[src/rtl/spi_pkg.sv]
// Shared types and widths for the SPI master transaction controller.
package spi_pkg;

  localparam int unsigned SPI_MAX_BYTES  = 4;
  localparam int unsigned SPI_BYTE_W     = 8;
  localparam int unsigned SPI_DATA_W     = 32;
  localparam int unsigned SPI_BIT_CNT_W  = $clog2(SPI_BYTE_W);
  localparam int unsigned SPI_BYTE_CNT_W = $clog2(SPI_MAX_BYTES);

  typedef enum logic [2:0] {
    ST_IDLE,
    ST_SETUP,
    ST_SCK_HI,
    ST_SCK_LO,
    ST_HOLD,
    ST_RESP
  } spi_state_t;

  // Command payload as presented on the command channel.
  typedef struct packed {
    logic [SPI_BYTE_CNT_W-1:0] nbytes;
    logic [SPI_DATA_W-1:0]     tx;
  } spi_cmd_t;

endpackage

[src/rtl/spi_master_ctrl_clk_div.sv]
// Half-period tick generator: counts CLK_DIV cycles per SCLK phase,
// held cleared while clr is high, terminal count on tc_c.
module spi_clk_div #(
  parameter int unsigned CLK_DIV = 4
) (
  input  logic clk,
  input  logic rst,
  input  logic clr,
  output logic tc_c
);

  localparam int unsigned    CNT_W   = (CLK_DIV > 1) ? $clog2(CLK_DIV) : 1;
  localparam logic [CNT_W-1:0] CNT_MAX = CNT_W'(CLK_DIV - 1);

  logic [CNT_W-1:0] cnt;

  always_ff @(posedge clk) begin
    if (rst || clr) begin
      cnt <= '0;
    end else if (cnt == CNT_MAX) begin
      cnt <= '0;
    end else begin
      cnt <= cnt + CNT_W'(1);
    end
  end

  assign tc_c = (cnt == CNT_MAX);

endmodule

[src/rtl/spi_master_ctrl.sv]
// SPI mode-0 transaction controller (1-4 bytes, MSB first).
// Build option: define SPI_LOOPBACK_EN to sample the internal MOSI bit instead of spi_miso.
module spi_master_ctrl
  import spi_pkg::*;
#(
  parameter int unsigned CLK_DIV  = 4,
  parameter int unsigned CS_SETUP = 2,
  parameter int unsigned CS_HOLD  = 2
) (
  input  logic        clk,
  input  logic        rst,
  input  logic        cmd_valid,
  output logic        cmd_ready,
  input  logic [1:0]  cmd_nbytes,
  input  logic [31:0] cmd_tx_data,
  output logic        rsp_valid,
  input  logic        rsp_ready,
  output logic [31:0] rsp_rx_data,
  output logic        busy,
  output logic        spi_sclk,
  output logic        spi_cs_n,
  output logic        spi_mosi,
  input  logic        spi_miso
);

  // HOLD covers the final SCLK low half-period plus the chip-select hold time.
  localparam int unsigned HOLD_CYC = CLK_DIV + CS_HOLD;
  localparam int unsigned PH_MAX   = (CS_SETUP > HOLD_CYC) ? CS_SETUP : HOLD_CYC;
  localparam int unsigned PH_W     = $clog2(PH_MAX + 1);
  localparam logic [PH_W-1:0] SETUP_LAST = PH_W'(CS_SETUP - 1);
  localparam logic [PH_W-1:0] HOLD_LAST  = PH_W'(HOLD_CYC - 1);
  localparam logic [SPI_BIT_CNT_W-1:0] BIT_LAST = SPI_BIT_CNT_W'(SPI_BYTE_W - 1);

  spi_state_t                state;
  spi_cmd_t                  cmd_in_c;
  logic [SPI_BYTE_CNT_W-1:0] nbytes;
  logic [SPI_DATA_W-1:0]     tx_sh;
  logic [SPI_DATA_W-1:0]     rx_sh;
  logic [SPI_BIT_CNT_W-1:0]  bit_cnt;
  logic [SPI_BYTE_CNT_W-1:0] byte_cnt;
  logic [PH_W-1:0]           ph_cnt;
  logic                      div_clr_c;
  logic                      half_done_c;
  logic                      rx_bit_c;
  logic                      last_bit_c;

  assign cmd_in_c   = '{nbytes: cmd_nbytes, tx: cmd_tx_data};
  assign last_bit_c = (bit_cnt == BIT_LAST) && (byte_cnt == nbytes);
  assign div_clr_c  = (state != ST_SCK_HI) && (state != ST_SCK_LO);

  spi_clk_div #(
    .CLK_DIV (CLK_DIV)
  ) u_clk_div (
    .clk  (clk),
    .rst  (rst),
    .clr  (div_clr_c),
    .tc_c (half_done_c)
  );

`ifdef SPI_LOOPBACK_EN
  logic unused_miso_c;
  assign unused_miso_c = spi_miso;
  assign rx_bit_c      = spi_mosi;
`else
  assign rx_bit_c      = spi_miso;
`endif

  // Controller FSM, counters, shift registers and registered pin drivers.
  always_ff @(posedge clk) begin
    if (rst) begin
      state       <= ST_IDLE;
      cmd_ready   <= 1'b1;
      busy        <= 1'b0;
      rsp_valid   <= 1'b0;
      rsp_rx_data <= '0;
      spi_sclk    <= 1'b0;
      spi_cs_n    <= 1'b1;
      spi_mosi    <= 1'b0;
      nbytes      <= '0;
      tx_sh       <= '0;
      rx_sh       <= '0;
      bit_cnt     <= '0;
      byte_cnt    <= '0;
      ph_cnt      <= '0;
    end else begin
      case (state)
        ST_IDLE: begin
          if (cmd_valid) begin
            nbytes    <= cmd_in_c.nbytes;
            tx_sh     <= cmd_in_c.tx;
            rx_sh     <= '0;
            bit_cnt   <= '0;
            byte_cnt  <= '0;
            ph_cnt    <= '0;
            spi_cs_n  <= 1'b0;
            spi_mosi  <= cmd_in_c.tx[SPI_DATA_W-1];
            cmd_ready <= 1'b0;
            busy      <= 1'b1;
            state     <= ST_SETUP;
          end
        end

        ST_SETUP: begin
          if (ph_cnt == SETUP_LAST) begin
            spi_sclk <= 1'b1;
            rx_sh    <= {rx_sh[SPI_DATA_W-2:0], rx_bit_c};
            state    <= ST_SCK_HI;
          end else begin
            ph_cnt <= ph_cnt + PH_W'(1);
          end
        end

        ST_SCK_HI: begin
          if (half_done_c) begin
            spi_sclk <= 1'b0;
            if (last_bit_c) begin
              ph_cnt <= '0;
              state  <= ST_HOLD;
            end else begin
              if (bit_cnt == BIT_LAST) begin
                bit_cnt  <= '0;
                byte_cnt <= byte_cnt + SPI_BYTE_CNT_W'(1);
              end else begin
                bit_cnt <= bit_cnt + SPI_BIT_CNT_W'(1);
              end
              tx_sh    <= {tx_sh[SPI_DATA_W-2:0], 1'b0};
              spi_mosi <= tx_sh[SPI_DATA_W-2];
              state    <= ST_SCK_LO;
            end
          end
        end

        ST_SCK_LO: begin
          if (half_done_c) begin
            spi_sclk <= 1'b1;
            rx_sh    <= {rx_sh[SPI_DATA_W-2:0], rx_bit_c};
            state    <= ST_SCK_HI;
          end
        end

        ST_HOLD: begin
          if (ph_cnt == HOLD_LAST) begin
            spi_cs_n    <= 1'b1;
            spi_mosi    <= 1'b0;
            rsp_rx_data <= rx_sh;
            rsp_valid   <= 1'b1;
            state       <= ST_RESP;
          end else begin
            ph_cnt <= ph_cnt + PH_W'(1);
          end
        end

        ST_RESP: begin
          if (rsp_ready) begin
            rsp_valid <= 1'b0;
            cmd_ready <= 1'b1;
            busy      <= 1'b0;
            state     <= ST_IDLE;
          end
        end

        default: begin
          state <= ST_IDLE;
        end
      endcase
    end
  end

endmodule
[config.mk]
export PLATFORM = sky130hd
export DESIGN_NAME = spi_master_ctrl
export DESIGN_NICKNAME = d
export VERILOG_FILES = /design/src/rtl/spi_pkg.sv /design/src/rtl/spi_master_ctrl_clk_div.sv /design/src/rtl/spi_master_ctrl.sv
export SDC_FILE = /design/constraint.sdc
export NUM_CORES = 1
export LEC_CHECK = 0
export ABC_AREA = 1
export CAP_MARGIN = 20
export CORE_MARGIN = 3
export CORE_UTILIZATION = 55
export DETAILED_ROUTE_END_ITERATION = 10
export GPL_TIMING_DRIVEN = 0
export PLACE_DENSITY = 0.8
export SETUP_SLACK_MARGIN = 0.02
export SYNTH_ARGS = -nofsm -noshare
export SYNTH_HDL_FRONTEND = slang
export SYNTH_SLANG_ARGS = --single-unit
export TNS_END_PERCENT = 50
[constraint.sdc]
create_clock -name clk -period 2.37 [get_ports clk]
set_clock_uncertainty 0.2 [all_clocks]
set_input_delay 0.474 -clock clk [delete_from_list [all_inputs] [get_ports clk]]
set_output_delay 0.474 -clock clk [all_outputs]
set_load 0.01 [all_outputs]
==> reports/qor.txt, run 1 <==
status = finished, final reports clean
core footprint = 9370 um2
IO Count = 77
Crit path buffers/inverters = 3
Worst EP required = 2.59 ns
Pwr per Cell Area = 1490 nW/um2
gr ovfl total = 0
Residual DRC = 0
initial core utilization = 0.575
Rel. slew slack = 0.631
Mapped Nets = 865
peak supply drop = 0.870 mV
hold_buf cts = 0
synthesized area = 5390 um2
cts bufs inserted = 17
die footprint = 11000 um2
vias = 5463
CTS sink cnt = 116
Synth top area share = 0.431
Initial DRC Count = 332
setup violators final = 0
worst min path class = input pin to flop
Final period util = 0.924
Post-DP Area = 6300 um2
Vias/cell = 5.16
CP Class = flop to flop
final instance area = 6950 um2
slowest stage delay, CP = 0.36 ns
H-Tree Depth = 4
largest net degree at the start of global routing = 17
worst slew pin tran = 0.554 ns
CTS tree = yes
Detailed Route WL = 13800 um
reg-to-reg setup timing slack = 0.18 ns
Final Max Tran Viols = 0
CTS max path bufs = 2
final setup margin = 0.179 ns
Distinct cells, synth = 27
Final min period = 2.19 ns
global router's overall resource usage = 0.252
Synth warnings = 0
Arr. time, crit path = 2.41 ns
first-pass GRT wire length = 23100 um
Setup TNS = 0 ns
share of post-route cells with drive strength above 1 = 0.0871
Placer Congestion = 0.909
Die Wd = 105 um
CP startpoint kind = flop
sequential area share after synthesis = 0.431
initial antenna violation count = 0
Worst path top cell family by delay = simple AND/OR/NAND/NOR gates
ANT cells = 0
syn_area_per_cell = 6.56 um2
die height = 105 um
IO buf count = 75
dpl ws = 0.142 ns
final hold vios = 0
slowest CP cell = dfxtp_1
hold slack = 0.0663 ns
Yosys reg bits = 116
iteration count of the initial detailed-routing pass = 5
layout net count = 961
worst-skew pair later-pin latency = 0.53 ns
CP Cell Sequence = ha_1, ha_1, inv_1, a21oi_2, nand3_2, nand2_2, nand2_2, buf_4, buf_6, a21oi_1, nor2_1
root buffer cell = clkbuf_8
register clock-pin slew on the reported worst setup and hold paths = 0.06 ns
standard-cell rows = 35
largest area contributor in the netlist = dfxtp_1
P&R area growth vs syn = 29.0%
post-synthesis cell count = 821
FMAX = 0.456 GHz
Leak = 3.17 nW
post-DP HPWL = 9280 um
largest cells by area after synthesis = dfxtp_1 (43%), nand2_1 (18%), nor2_1 (8.4%)
Max-Cap Viols = 0
Routed Antenna Nets = 0
crit path max fanout = 10
number of global-route vias before repair = 5304
Worst Setup End Kind = flop
Avg WL per Cell = 13.1 um
unrepaired setup endpoints after global routing = no
power by group:
part | switching (mW) | total, mW | internal, mW
sequential | 0.449 | 3.09 | 2.64
combinational | 2.84 | 4.52 | 1.68
clock | 0.974 | 2.72 | 1.75
state kept, by name, summed over array words and instances (netlist names):
name and count:
spi_mosi 1, u_clk_div.cnt 2, state 3, nbytes 2, busy 1, cmd_ready 1, ph_cnt 3, bit_cnt 3
rsp_rx_data 32, rx_sh 32, spi_sclk 1, spi_cs_n 1, byte_cnt 2, rsp_valid 1, tx_sh 31
routing by layer:
metal  part of all wire  track usage  vias up
met2               0.51        0.444      176
met1               0.42        0.288     2513
met3              0.053       0.0673       29
met5                  0            0        -
li1                   -            -     2745
met4              0.020        0.104        0
final cells by class:
type,count,area (um2)
plain buffers,50,280
clock buffers,18,428
clock inverters,14,200
fillers,777,2420
inverters,83,312
multi-input cells,572,2480
flip-flops and latches,116,2320
well taps,129,161
repair buffers,77,766
layout by cell type (no fill, tap or decap), types with 4 or more instances in the layout:
cell type / instances
clkbuf_16: 16
inv_1: 77
nand3_1: 46
ha_1: 5
buf_2: 17
clkbuf_1: 18
o21ai_0: 40
nor2_1: 120
inv_2: 5
nand4_1: 6
nand2_1: 264
buf_4: 11
bufinv_16: 4
inv_6: 4
buf_6: 5
a21oi_1: 76
clkdlybuf4s50_1: 75
dfxtp_1: 116
synthesized netlist by cell type:
cell type and instances:
buf_1 1, clkinv_1 1, xor2_1 1, a21oi_1 77
nor2_1 120, nor2_2 1, nand4_1 6, ha_1 5
clkbuf_1 18, o211ai_1 1, nor3b_1 1, inv_1 77
nor2_4 1, dfxtp_1 116, nand3_1 47, buf_2 17
nand2_1 264, o21ai_0 40, inv_2 5, nand2_2 3
nor2_8 1, buf_4 9, o21ai_2 1, buf_6 5
nor3_1 1, or2_2 1, o22ai_2 1
per-stage QoR:
stage	power, mW	utilization	instances
2_1_floorplan	6.46	-	821
3_3_place_gp	7.29	0.672	1025
3_5_place_dp	7.49	0.672	1025
4_1_cts	10.3	0.739	1057
5_1_grt	11.1	0.742	1059
6_report	10.3	0.742	1059
cells by family after synthesis:
family | count (synthesis) | share of synthesized area
simple gates | 446 | 0.332
xor+xnor | 1 | 0.00163
buf+inv | 133 | 0.110
fa+ha+maj | 5 | 0.0116
compound gates | 120 | 0.114
flops | 116 | 0.431
timing repair:
item,in CTS,in global routing
resized for setup,0,2
setup endpoints to repair,0,20
endpoints found under the hold margin,0,0
buffers inserted,0,2
final timing paths:
kind	startpoint	endpoint	depth (start not counted)
setup / recovery	bit_cnt[0]$_SDFFE_PP0P_	tx_sh[12]$_SDFFE_PP0P_	11
hold / removal	rst	rsp_valid$_SDFFE_PP0P_	2
setup reg to reg	bit_cnt[0]$_SDFFE_PP0P_	tx_sh[12]$_SDFFE_PP0P_	11
hold reg to reg	u_clk_div.cnt[0]$_SDFF_PP0_	u_clk_div.cnt[0]$_SDFF_PP0_	1
Note: power is estimated with default switching activity, not from simulation.
==> run 2, diff against run 1 <==
--- a/config.mk
+++ b/config.mk
@@ -10,6 +10,7 @@
 export CORE_MARGIN = 3
 export CORE_UTILIZATION = 55
 export DETAILED_ROUTE_END_ITERATION = 10
+export GPL_ROUTABILITY_DRIVEN = 0
 export GPL_TIMING_DRIVEN = 0
 export PLACE_DENSITY = 0.8
 export SETUP_SLACK_MARGIN = 0.02
==> results of run 2 <==
No change in the layout: final DEF, timing and power equal those of run 1.
==> run 3, diff against run 2 <==
--- a/config.mk
+++ b/config.mk
@@ -13,7 +13,6 @@
 export GPL_ROUTABILITY_DRIVEN = 0
 export GPL_TIMING_DRIVEN = 0
 export PLACE_DENSITY = 0.8
-export SETUP_SLACK_MARGIN = 0.02
 export SYNTH_ARGS = -nofsm -noshare
 export SYNTH_HDL_FRONTEND = slang
 export SYNTH_SLANG_ARGS = --single-unit
==> results of run 3 <==
No change in the layout: final DEF, timing and power equal those of run 1.
